**config.mk**
```make
export PLATFORM = sky130hd
export DESIGN_NAME = stateful_processor_sequencer
export DESIGN_NICKNAME = d
export VERILOG_FILES = /design/src/rtl/stateful_processor_sequencer_pkg.sv /design/src/rtl/stateful_processor_sequencer_byte_word_packer.sv /design/src/rtl/stateful_processor_sequencer.sv
export SDC_FILE = /design/constraint.sdc
export NUM_CORES = 1
export LEC_CHECK = 0
export CORE_MARGIN = 2
export CORE_UTILIZATION = 50
export DETAILED_ROUTE_END_ITERATION = 6
export DONT_BUFFER_PORTS = 1
export MAX_ROUTING_LAYER = met4
export PLACE_DENSITY_LB_ADDON = 0.2
export SYNTH_ARGS = -nofsm -noshare
export SYNTH_HDL_FRONTEND = slang
export SYNTH_SLANG_ARGS = --single-unit
```
**constraint.sdc**
```tcl
create_clock -name clock -period 3.1 [get_ports clock]
set_input_delay 0.62 -clock clock [delete_from_list [all_inputs] [get_ports clock]]
set_output_delay 0.62 -clock clock [all_outputs]
set_load 0.005 [all_outputs]
```
**src/rtl/stateful_processor_sequencer_pkg.sv**
```systemverilog
// Shared types and constants for the byte-stream processor sequencer.
package stateful_processor_sequencer_pkg;

  // Width of one input byte lane.
  localparam int unsigned ByteW = 8;

  // Latency counter width; covers PROC_LATENCY up to 15.
  localparam int unsigned LatW = 4;

  typedef enum logic [1:0] {
    StCollect = 2'd0,
    StFire    = 2'd1,
    StWait    = 2'd2,
    StEmit    = 2'd3
  } seq_state_e;

  // Byte index width; at least one bit even when a word is a single byte.
  function automatic int unsigned idx_width(input int unsigned n);
    return (n <= 1) ? 1 : $clog2(n);
  endfunction

endpackage

```
**src/rtl/stateful_processor_sequencer_byte_word_packer.sv**
```systemverilog
// Packs consecutive bytes into a word, LSB first, and pulses when the last byte lands.
module stateful_processor_sequencer_byte_word_packer
  import stateful_processor_sequencer_pkg::*;
#(
  parameter int unsigned REPLICATION_FACTOR = 3
) (
  input  logic                                i_clk,
  input  logic                                i_rst_n,
  input  logic                                i_valid,
  input  logic [ByteW-1:0]                    i_byte,
  output logic [ByteW*REPLICATION_FACTOR-1:0] o_word,
  output logic                                o_word_complete,
  output logic                                o_partial
);

  localparam int unsigned IdxW = idx_width(REPLICATION_FACTOR);
  localparam logic [IdxW-1:0] LastIdx = IdxW'(REPLICATION_FACTOR - 1);

  logic [IdxW-1:0]                    r_byte_idx;
  logic [IdxW-1:0]                    w_byte_idx_d;
  logic [ByteW*REPLICATION_FACTOR-1:0] r_pack;
  logic [ByteW*REPLICATION_FACTOR-1:0] w_pack_d;

  // Next byte index and pack contents for an accepted byte.
  always_comb begin
    w_byte_idx_d    = r_byte_idx;
    w_pack_d        = r_pack;
    o_word_complete = i_valid && (r_byte_idx == LastIdx);
    if (i_valid) begin
      for (int unsigned k = 0; k < REPLICATION_FACTOR; k++) begin
        if (r_byte_idx == IdxW'(k)) begin
          w_pack_d[k*ByteW +: ByteW] = i_byte;
        end
      end
      w_byte_idx_d = o_word_complete ? '0 : r_byte_idx + IdxW'(1);
    end
  end

  // Byte index and pack register; a partial word is discarded on reset.
  always_ff @(posedge i_clk) begin
    if (!i_rst_n) begin
      r_byte_idx <= '0;
      r_pack     <= '0;
    end else begin
      r_byte_idx <= w_byte_idx_d;
      r_pack     <= w_pack_d;
    end
  end

  assign o_word    = r_pack;
  assign o_partial = (r_byte_idx != '0);

endmodule

```
**src/rtl/stateful_processor_sequencer.sv**
```systemverilog
// Sequences a stateful processor from a byte stream: pack a word, fire one enable,
// wait the processor latency, capture the result and offer it on valid/ready.
module stateful_processor_sequencer
  import stateful_processor_sequencer_pkg::*;
#(
  parameter int unsigned REPLICATION_FACTOR = 3,   // >= 1
  parameter int unsigned PROC_LATENCY       = 1,   // 0..15, 0 = combinational processor
  parameter int unsigned COUNT_WIDTH        = 16
) (
  input  logic                                clock,
  input  logic                                reset,
  input  logic                                in_valid,
  output logic                                in_ready,
  input  logic [ByteW-1:0]                    in_data,
  output logic                                proc_enable,
  output logic [ByteW*REPLICATION_FACTOR-1:0] proc_data_in,
  input  logic [ByteW-1:0]                    proc_data_out,
  output logic                                out_valid,
  input  logic                                out_ready,
  output logic [ByteW-1:0]                    out_data,
  output logic                                busy,
  output logic [COUNT_WIDTH-1:0]              words_done
);

  seq_state_e             r_state;
  seq_state_e             w_state_d;
  logic [LatW-1:0]        r_lat_cnt;
  logic [LatW-1:0]        w_lat_cnt_d;
  logic                   w_capture;
  logic [ByteW-1:0]       r_out_data;
  logic [COUNT_WIDTH-1:0] r_words_done;
  logic                   w_in_xfer;
  logic                   w_out_xfer;
  logic                   w_word_complete;
  logic                   w_partial;
  logic [ByteW*REPLICATION_FACTOR-1:0] w_word;

  assign w_in_xfer  = in_valid && in_ready;
  assign w_out_xfer = (r_state == StEmit) && out_ready;

  stateful_processor_sequencer_byte_word_packer #(
    .REPLICATION_FACTOR (REPLICATION_FACTOR)
  ) u_packer (
    .i_clk           (clock),
    .i_rst_n         (reset),
    .i_valid         (w_in_xfer),
    .i_byte          (in_data),
    .o_word          (w_word),
    .o_word_complete (w_word_complete),
    .o_partial       (w_partial)
  );

  // Next-state, latency countdown and result-capture strobe.
  always_comb begin
    w_state_d   = r_state;
    w_lat_cnt_d = r_lat_cnt;
    w_capture   = 1'b0;
    unique case (r_state)
      StCollect: begin
        if (w_word_complete) w_state_d = StFire;
      end
      StFire: begin
        if (PROC_LATENCY == 0) begin
          w_capture = 1'b1;
          w_state_d = StEmit;
        end else begin
          w_lat_cnt_d = LatW'(PROC_LATENCY - 1);
          w_state_d   = StWait;
        end
      end
      StWait: begin
        if (r_lat_cnt == '0) begin
          w_capture = 1'b1;
          w_state_d = StEmit;
        end else begin
          w_lat_cnt_d = r_lat_cnt - LatW'(1);
        end
      end
      StEmit: begin
        if (out_ready) w_state_d = StCollect;
      end
      default: w_state_d = StCollect;
    endcase
  end

  // State and latency counter registers.
  always_ff @(posedge clock) begin
    if (!reset) begin
      r_state   <= StCollect;
      r_lat_cnt <= '0;
    end else begin
      r_state   <= w_state_d;
      r_lat_cnt <= w_lat_cnt_d;
    end
  end

  // Result capture; held stable throughout EMIT.
  always_ff @(posedge clock) begin
    if (!reset) begin
      r_out_data <= '0;
    end else if (w_capture) begin
      r_out_data <= proc_data_out;
    end
  end

  // Accepted-result counter, wraps silently.
  always_ff @(posedge clock) begin
    if (!reset) begin
      r_words_done <= '0;
    end else if (w_out_xfer) begin
      r_words_done <= r_words_done + COUNT_WIDTH'(1);
    end
  end

  // The processor shares this reset, so a FIRE cycle coinciding with reset must not
  // advance its state.
  assign proc_enable  = (r_state == StFire) && reset;
  assign in_ready     = (r_state == StCollect);
  assign out_valid    = (r_state == StEmit);
  assign out_data     = r_out_data;
  assign proc_data_in = w_word;
  assign words_done   = r_words_done;
  assign busy         = (r_state != StCollect) || w_partial;

endmodule

```
Word level (Yosys, flattened, before mapping) --
Index checks and enable logic that the tools add are counted.
Operators by class: add/sub/neg operators 3, reductions and logical operators 16, equal/unequal tests 9, multiplexer cells 9
Operators with widths (number):
- 16-bit by 1-bit adder with 16-bit output, second input constant | 1
- 2-bit two-way mux | 4
- 2-bit case mux with 4 select lines | 1
- 4-bit case mux with 2 select lines | 1
- 2-bit AND reduction | 4
- 2-bit == test, second input constant | 3
- 2-bit nonzero test | 3
- 2-bit by 1-bit == test with 1-bit output, second input constant | 2
- 1-bit logical AND | 4
- 2-bit zero test | 2
- 4-bit zero test | 1
- 4-bit two-way mux | 1
- 2-bit by 1-bit != test with 1-bit output, second input constant | 2
- 2-bit != test, second input constant | 2
- 4-bit by 1-bit subtractor with 4-bit output, second input constant | 1
- 3-bit AND reduction | 1
- 2-bit by 1-bit adder with 2-bit output, second input constant | 1
- 1-bit two-way mux | 2
- 1-bit logical OR | 1
Storage, ports and cells: input port bits 20, output and inout port bits 52, bits in registers 56, word-level logic and storage cells 45

Depth between registers and ports, before layout --
word-level depth 5, mapped depth 8, gate-level depth less buffers 6

Cells and area by module --
A second synthesis with hierarchy kept.
Second synthesis, totals: cell total of the unflattened synthesis 250, area total of the unflattened synthesis 2368.5 µm²
By module, submodules not included:
- stateful_processor_sequencer | area each 1388.8 µm², cells an instance 152, times used 1, sequential area each 600.6 µm²
- stateful_processor_sequencer_byte_word_packer | area each 979.7 µm², cells an instance 98, times used 1, sequential area each 520.5 µm²

Worst setup path before layout --
Ideal clock, no wire load.
path kind register to register, from reg r_state[0], to reg r_words_done[15] (netlist: words_done[15]), library setup time 0.070 ns, arrival 1.687 ns, buffers on the path 1, cell stages (with the launch flop) 7, period minus slack after synthesis 1.757 ns, path slack 1.343 ns, data required time 3.030 ns, cells stage by stage dfxtp_1 -> ha_1 -> nand3_2 -> or2_1 -> clkbuf_2 -> or4_1 -> a21oi_1
On the way: longest elaborated chain between the ends 2
RTL lines:
- start: declaration | RTL line stateful_processor_sequencer.sv:25 | seq_state_e r_state;
- start signal: assignment | RTL line stateful_processor_sequencer.sv:89 | r_state <= StCollect;
- start signal: assignment | RTL line stateful_processor_sequencer.sv:92 | r_state <= w_state_d;
- 2-bit == test
- net out_valid | RTL line stateful_processor_sequencer.sv:18 | output logic out_valid,
- 1-bit logical AND | RTL line stateful_processor_sequencer.sv:39 | assign w_out_xfer = (r_state == StEmit) && out_ready;
- end signal: assignment | RTL line stateful_processor_sequencer.sv:111 | r_words_done <= r_words_done + COUNT_WIDTH'(1);
- end: declaration | RTL line stateful_processor_sequencer.sv:31 | logic [COUNT_WIDTH-1:0] r_words_done;
The timed path passes the listed nets, and every way through them passes these cells. A chain may end at the register's enable or synchronous reset.

Worst setup path in the final report --
from reg r_lat_cnt[0], to reg r_state[0]
On the way: longest elaborated chain between the ends 3
RTL lines:
- start: declaration | RTL line stateful_processor_sequencer.sv:27 | logic [LatW-1:0] r_lat_cnt;
- start signal: assignment | RTL line stateful_processor_sequencer.sv:93 | r_lat_cnt <= w_lat_cnt_d;
- 4-bit zero test | RTL line stateful_processor_sequencer.sv:72 | if (r_lat_cnt == '0) begin
- 2-bit != test (no line)
- 3-bit AND reduction (no line)
Every way passes these cells.

==> out/metrics.json <==
{
  "setup_path": {
    "crit_required_ns": 3.32,
    "top_fanout_value_on_the_critical_path": 4,
    "reg2reg_depth": 6,
    "critPathTopFamily": "compound AO/OA/AOI/OAI gates",
    "max_stage_delay_ns": 0.50,
    "worst-path-stages": 6,
    "endpoint_kind": "flop",
    "setup.worst_path.start_class": "flop",
    "timing.critical_path.cells": "inv_1 -> ha_1 -> or3b_4 -> a222oi_1 -> nor2_1 -> a211oi_1",
    "path_class": "flop to flop",
    "critical_path_arrival_ns": 2.14,
    "timing.critical_path.slowest_stage_cell": "sky130_fd_sc_hd__a222oi_1",
    "number_of_buffers_and_inverters_on_the_critical_path": 1
  },
  "layout": {
    "fin_area_um2": 2420,
    "area.growth.synth_to_final_pct": 4.25,
    "final_core_utilization": 0.549,
    "final_cells": 317,
    "design.final.nets": 290,
    "filler_cell_count": 393,
    "mostFrequentLayoutCell": "sky130_fd_sc_hd__nand2_1",
    "final_layout_size_suffix_gt1_frac": 0.0792,
    "antennaDiodeCount": 0,
    "mostFrequentLayoutCells": "sky130_fd_sc_hd__nand2_1 (62), sky130_fd_sc_hd__dfxtp_1 (56), sky130_fd_sc_hd__a21oi_1 (35)"
  },
  "yosys": {
    "synth_compound_gate_area_share": 0.0980,
    "mappedNetlistArea_um2": 2320,
    "post_synth_fa_ha_maj_area_fraction": 0.0323,
    "synth_enable_flop_cells": 0,
    "yosys.area_share.simple": 0.270,
    "syn_inst": 270,
    "synthXorXnorAreaFrac": 0.0414,
    "multiplexer_share_of_the_synthesized_area": 0.0344,
    "ys_seq_elements": 56,
    "synthesis.area_per_instance_um2": 8.61,
    "sequential_fraction_of_the_synthesis_area": 0.482,
    "syn_nets": 296,
    "main_combinational_cell_family_by_area_after_synthesis": "simple AND/OR/NAND/NOR gates",
    "synthDistinctLibCells": 41,
    "yosysWarnings": 0,
    "synth_async_sr_flop_share": 0,
    "dominantRegCellSynth": "sky130_fd_sc_hd__dfxtp_1"
  },
  "grt": {
    "number_of_global_route_vias_before_repair": 1607,
    "gr-usage-met2": 0.283,
    "number_of_antenna_violations_at_the_first_check_in_global_routing": 0,
    "grt_use_total": 0.191,
    "grt.met3_usage": 0.0806,
    "grt-ovfl-total": 0,
    "grt_start_max_net_pins": 56,
    "gr-max-usage-layer": "met2",
    "global_route_wire_length_before_repair_mm": 7.58,
    "grt_use_met1": 0.232
  },
  "clock_network": {
    "cts.path.max_buffers": 2,
    "cts_setup_buffers": 0,
    "numCtsBuffers": 5,
    "latest_clock_arrival_within_the_worst_skew_pair_ns": 0.31,
    "cts.root.buffer_cell": "sky130_fd_sc_hd__clkbuf_8",
    "clock_sinks": 56,
    "cts.repair.resized": 0,
    "post_cts_hold_buffer_count": 0,
    "tritoncts_clock_tree": "done",
    "clk_transition_reported_paths_ns": 0.10,
    "htreeDepth": 2
  },
  "pwr": {
    "power.ir.vdd_worst_v": 0.000371,
    "power.static_leakage_nw": 0.831,
    "powerDensity_nw_per_um2": 623,
    "design_power_total_mw": 1.51
  },
  "drt": {
    "drt.antenna.violating_nets": 0,
    "route.detailed.vias_per_inst": 5.53,
    "dr.first_iter.drc_count": 65,
    "remaining_drc_errors": 0,
    "vias": 1753,
    "post_drt_wl_per_cell_um": 14.4,
    "routed_wirelength_mm": 4.58,
    "firstDrtPassIters": 4
  },
  "timing": {
    "hold_violations": 0,
    "fin_skew_ns": 0.00792,
    "minimum_hold_slack_ns": 0.427,
    "timing.final.setup_violations": 0,
    "timing.max_slew.rel_slack": 0.379,
    "post-route-period-util": 0.621,
    "worst_tran_pin_value_ns": 0.930,
    "setup_repair_after_global_routing_missed_its_margin": "no",
    "fmaxAchievable_ghz": 0.520,
    "finalWorstPathRequiredPeriod_ns": 1.92,
    "minimum_setup_slack_in_the_final_design_ns": 1.18,
    "fin_setup_tns_ns": 0,
    "timing_max_transition_violations_final": 0
  },
  "die": {
    "coreArea_um2": 4410,
    "ios": 72,
    "floorplan.rows": 24,
    "fp.dieH_um": 72.2,
    "design.die.area_um2": 5210,
    "start_util": 0.527,
    "fp.dieW_um": 72.2
  },
  "placement": {
    "place_hpwl_mm": 3.18,
    "dp_worst_setup_slack_ns": 1.20,
    "port-buffer-count": 0,
    "post_dp_cell_area_um2": 2330,
    "numPlacedInstances": 309,
    "place.gp.congestion": 0.785
  },
  "min_path": {
    "min-delay-path-class": "input pin to flop",
    "worst_hold_path.num_cells": 2
  },
  "flow_run": {
    "max_cap_viol_count": 0
  },
  "run_status": {
    "status": "finished clean"
  }
}
[final timing paths]
kind / endpoint / slack, ns / start
setup / recovery: r_state[0]$_SDFFE_PN0P_ / 1.18 / r_lat_cnt[0]$_SDFFE_PN0P_
hold / removal: u_packer.o_word[14]$_SDFFE_PN0P_ / 0.43 / in_data[6]
setup reg to reg: r_state[0]$_SDFFE_PN0P_ / 1.18 / r_lat_cnt[0]$_SDFFE_PN0P_
hold reg to reg: u_packer.o_word[0]$_SDFFE_PN0P_ / 0.48 / u_packer.o_word[0]$_SDFFE_PN0P_
[cell families after synthesis]
logic type | Yosys count
multiplexers | 8
AO/OA/AOI/OAI | 43
adder cells (fa/ha/maj) | 6
AND/OR/NAND/NOR | 126
XOR/XNOR | 11
buffers and inverters | 20
flip-flops | 56
[worst reg2reg max path: cells and delay by family (launching register included)]
kind	cells	cell delay, ns
buf+inv	1	0.07
fa+ha+maj	1	0.20
flops	1	0.33
compound gates	2	0.75
simple gates	2	0.50
[sequential cells by signal, indices dropped and copies added, names as in the netlist]
register             flops
out_data                 8
r_lat_cnt                4
r_state                  2
u_packer.o_word         24
u_packer.r_byte_idx      2
words_done              16
[final cells by class]
class	instances	area [µm²]	area share
clock buffer	5	68.8	0.0284
sequential	56	1120	0.463
clock inverter	3	25.0	0.0103
inverter	6	22.5	0.00929
tap	52	65.1	0.0268
multi-input combinational	194	1110	0.459
timing repair buffer	1	7.51	0.00310
[layer usage]
metal / vias to the layer above / part of all wire
met5: - / 0
met4: 0 / 0.019
met3: 8 / 0.092
met2: 58 / 0.44
met1: 786 / 0.44
li1: 901 / -
[synthesized netlist by cell type, drive strengths merged (4+ instances only)]
library cell  number  area share
inv                6      0.0097
nand2             62        0.10
o21ai              4      0.0086
or3                5       0.015
nand3             12       0.028
nor2              21       0.034
mux2i              8       0.034
buf                4       0.011
xor2               8       0.030
ha                 6       0.032
dfxtp             56        0.48
nand4              4       0.017
nor3               4       0.011
clkbuf            10       0.021
a21oi             35       0.075
[where the power goes]
part	switching (mW)	internal (mW)	total [mW]
clock network	0.245	0.165	0.411
logic	0.173	0.0956	0.269
registers	0.0535	0.778	0.831
Note: power is estimated with default switching activity, not from simulation.
